<file path="src/rtl/video_system_cpu_trace_packer.sv">
// Packs narrow trace fragments into wide words and hands them to a consumer with
// a valid/ready handshake; a test_ending request flushes the partial word and ends the capture.
module video_system_cpu_trace_packer #(
  parameter int FRAG_W = 2,
  parameter int SLOTS  = 15,
  parameter int CNT_W  = 4
) (
  input  logic                      clk,
  input  logic                      reset,
  input  logic                      frag_valid,
  input  logic [FRAG_W-1:0]         frag_data,
  output logic                      frag_ready,
  input  logic                      test_ending,
  output logic [FRAG_W*SLOTS-1:0]   dct_buffer,
  output logic [CNT_W-1:0]          dct_count,
  output logic                      out_valid,
  input  logic                      out_ready,
  output logic                      out_last,
  output logic                      test_has_ended
);

  typedef enum logic [1:0] {FILL, HOLD, ENDED} state_t;

  state_t                    state_reg;
  logic [FRAG_W*SLOTS-1:0]   buffer_reg;
  logic [FRAG_W*SLOTS-1:0]   buffer_next;
  logic [CNT_W-1:0]          count_reg;
  logic [CNT_W-1:0]          count_next;
  logic                      out_valid_reg;
  logic                      out_last_reg;
  logic                      ended_reg;
  logic                      end_pending_reg;
  logic                      accept;

  assign frag_ready = (state_reg == FILL) & ~reset;
  assign accept     = frag_valid & frag_ready;
  assign count_next = count_reg + {{(CNT_W-1){1'b0}}, accept};

  // Each slot captures the incoming fragment only when the write pointer addresses it.
  for (genvar gi = 0; gi < SLOTS; gi++) begin : g_slot
    assign buffer_next[gi*FRAG_W +: FRAG_W] =
        (accept && (count_reg == CNT_W'(gi))) ? frag_data : buffer_reg[gi*FRAG_W +: FRAG_W];
  end

  assign dct_buffer     = buffer_reg;
  assign dct_count      = count_reg;
  assign out_valid      = out_valid_reg;
  assign test_has_ended = ended_reg;
  // An end request arriving during HOLD marks the held word as last, even on the handshake cycle.
  assign out_last       = out_last_reg | end_pending_reg |
                          ((state_reg == HOLD) & test_ending & ~reset);

  always_ff @(posedge clk) begin
    if (reset) begin
      state_reg       <= FILL;
      buffer_reg      <= '0;
      count_reg       <= '0;
      out_valid_reg   <= 1'b0;
      out_last_reg    <= 1'b0;
      ended_reg       <= 1'b0;
      end_pending_reg <= 1'b0;
    end else begin
      case (state_reg)
        FILL: begin
          buffer_reg <= buffer_next;
          count_reg  <= count_next;
          if (test_ending) begin
            if (count_next != '0) begin
              state_reg     <= HOLD;
              out_valid_reg <= 1'b1;
              out_last_reg  <= 1'b1;
            end else begin
              state_reg <= ENDED;
              ended_reg <= 1'b1;
            end
          end else if (count_next == CNT_W'(SLOTS)) begin
            state_reg     <= HOLD;
            out_valid_reg <= 1'b1;
          end
        end
        HOLD: begin
          if (out_ready) begin
            buffer_reg      <= '0;
            count_reg       <= '0;
            out_valid_reg   <= 1'b0;
            out_last_reg    <= 1'b0;
            end_pending_reg <= 1'b0;
            if (out_last) begin
              state_reg <= ENDED;
              ended_reg <= 1'b1;
            end else begin
              state_reg <= FILL;
            end
          end else if (test_ending) begin
            end_pending_reg <= 1'b1;
          end
        end
        ENDED: begin
          state_reg <= ENDED;
        end
        default: begin
          state_reg <= FILL;
        end
      endcase
    end
  end

endmodule

</file>
<file path="config.mk">
export PLATFORM = sky130hd
export DESIGN_NAME = video_system_cpu_trace_packer
export DESIGN_NICKNAME = d
export VERILOG_FILES = /design/src/rtl/video_system_cpu_trace_packer.sv
export SDC_FILE = /design/constraint.sdc
export NUM_CORES = 1
export LEC_CHECK = 0
export CORE_ASPECT_RATIO = 2
export CORE_MARGIN = 1
export CORE_UTILIZATION = 55
export CTS_CLUSTER_SIZE = 30
export DETAILED_ROUTE_END_ITERATION = 6
export DONT_BUFFER_PORTS = 1
export GPL_TIMING_DRIVEN = 1
export PLACE_DENSITY = 0.73
export SLEW_MARGIN = 25
export SYNTH_ARGS = -nofsm -noshare
export SYNTH_HDL_FRONTEND = slang
export SYNTH_SLANG_ARGS = --single-unit
</file>
<file path="constraint.sdc">
create_clock -name clk -period 2.15 [get_ports clk]
set_input_delay 0.1075 -clock clk [delete_from_list [all_inputs] [get_ports clk]]
set_output_delay 0.1075 -clock clk [all_outputs]
set_load 0.1 [all_outputs]
</file>
==> run metrics <==
status finished clean; Worst path most repeated cell ha_2; Hold Path Origin reset; synth top area cells dfxtp_1 40%, mux2i_1 15%, nand2b_1 9.3%; top cell type's share of synthesized area 39.9%; vias in the first global route 1702; Final Slew Violations 0; worst vdd ir 953 uV; grt total ovfl 0; n_diodes 0; initial detailed-routing violation count 50; highest clock rate 0.468 GHz; Arr. time, crit path 2.38 ns; TritonCTS Buffers 5; Mean Syn Cell Area 9.61 sq um; first-pass GRT wire length 7.60 mm; Period minus WS final 2.14 ns; final hold vios 0; count leader, synth dfxtp_1; clock skew 0.00421 ns; Starting Density 58.2%; IO Pins 45; antenna violations before repair 0; Req. time, crit path 2.39 ns; LEAKAGE 1.05 nW; Slowest cell on crit path a221oi_1; WL per Instance 16.5 microns; crit-path max FO 4; Total GRT Usage 26.5%; RR Startpoint state_reg[0]; Nets 258; Clk Latency, worst-skew pair 0.29 ns; Unique masters post-synth 42; r2r worst-path depth 7; leading area contributor after synthesis dfxtp_1; Final Setup Violations 0; synthesized area 2010 sq um; Max Cap Violations 0; share of post-route cells with drive strength above 1 33.6%; routed vias/inst 5.68; Sink Count 40; Synth warnings 0; post-route setup slack 0.0150 ns; Crit Path Category reg -> reg; RD Place Congestion 0.904; dpl cell area 2320 sq um; Area growth syn-to-layout 25.4%; Post-synth top flop dfxtp_1; CTS max path bufs 2; Hold Crit Depth 2; worst min path class in -> reg; die area 3910 sq um; # rows 30; Largest stage delay, worst path 0.35 ns; fin area 2520 sq um; max reg flops 30; post-synthesis cell count 209; I/O Buffers 0; post-route DRC violation count 0; Seq/Total Area, Yosys 39.9%; Reg clk slew, reported paths 0.08 ns; Routed Wire Length 4.93 mm; async set-reset flop share out of synthesis 0%; DRT Pass-1 Iters 5; Worst setup EP type flop; setup slack at placement 0.0931 ns; Worst-Margin Slew 0.689 ns; Synth top cells by count 40 x dfxtp_1, 30 x mux2i_1, 30 x nand2b_1; total power 2.98 mW; Mapped Nets 218; Core Box Area 3450 sq um; chip height 87.5 microns; Post-synth EDFFs 0; vias 1694; Final Core Density 73.0%; dpl cells 286; CP cell instances nor4b_4 -> ha_2 -> ha_2 -> nor2_1 -> o211ai_1 -> a221oi_1 -> o21ba_2; Synth Register Bits 40; Root Buffer clkbuf_8; Die Width 44.7 microns; Non-Filler Instances 298; largest net degree at the start of global routing 26; remaining antenna violation count 0; CTS tree done; Pwr per Cell Area 1180 nW/um^2; CP Launch Type flop; Final period util 99.3%; Slew HR 53.9%; CP Launch Point state_reg[0]; number of H-tree levels 2; HPWL Detailed 3.36 mm
[path summary, 6_finish.rpt]
path | slack (ns) | end
hold / removal | 0.01 | dct_buffer[11]
hold reg to reg | 0.47 | out_last_reg
setup / recovery | 0.02 | test_has_ended
setup reg to reg | 0.02 | test_has_ended
[critical path, delay by kind of cell (launching register included)]
family,cells,cell delay (ns)
fa+ha+maj,2,0.55
flops,1,0.34
simple gates,2,0.51
compound gates,3,0.69
[routing by layer]
metal,wire length (microns),vias to the layer above,GRT usage (%)
met5,0,-,0
met3,173,10,3.94
met4,124,0,12.4
met2,2890,50,50.4
met1,1740,820,26.2
li1,-,814,-
[through the flow]
| stage | hold slack, ns | TNS [ns] |
|---|---|---|
| after floorplan | 0.247 | -0.241 |
| after global placement | 0.178 | 0 |
| after detailed placement | 0.183 | 0 |
| after CTS | 0.00127 | 0 |
| after global routing | 0.00254 | -0.0730 |
| final | 0.0105 | 0 |
[cells by family (layout without fill, tap and decap cells)]
group           count (synthesis)  after routing  share of synthesized area [%]
mux                            30             30                           14.9
fa+ha+maj                       2              2                           1.25
buf+inv                        17             58                           4.55
simple gates                   80             80                           25.5
compound gates                 39             39                           13.5
xor+xnor                        1              1                          0.436
flops                          40             40                           39.9
[cells in the final DEF, fill, tap and decap left out, types with 3 or more instances in the layout]
| cell | count |
|---|---|
| nand2b_1 | 30 |
| dlygate4sd3_1 | 3 |
| dfxtp_1 | 38 |
| a21oi_1 | 6 |
| and2b_1 | 4 |
| o31ai_1 | 3 |
| and4_2 | 6 |
| mux2i_1 | 30 |
| a21oi_2 | 9 |
| inv_1 | 3 |
| o21ai_1 | 7 |
| nand2_1 | 6 |
| clkbuf_8 | 7 |
| nor2_1 | 9 |
| nand3_1 | 10 |
| buf_4 | 44 |
[cell type report]
| class | count | area [sq um] |
|---|---|---|
| flip-flops and latches | 40 | 803 |
| clock inverters | 1 | 30.0 |
| well taps | 48 | 60.1 |
| inverters | 3 | 11.3 |
| repair buffers | 47 | 360 |
| clock buffers | 7 | 96.3 |
| fillers | 291 | 933 |
| multi-input cells | 152 | 1160 |
[power by group]
group	leakage, nW	internal, mW	switching [mW]	total [mW]
Clock	0.0645	0.409	0.258	0.668
Combinational	0.653	0.348	1.07	1.42
Sequential	0.328	0.845	0.0461	0.891
[timing repair]
| item | 4_1_cts | 5_1_grt |
|---|---|---|
| buffers inserted | 0 | 1 |
| hold buffers | 3 | 0 |
| endpoints found under the hold margin | 21 | 0 |
| endpoints found under the setup margin | 0 | 4 |
| resized for setup | 0 | 6 |
Power figures use the tool's default switching activity.
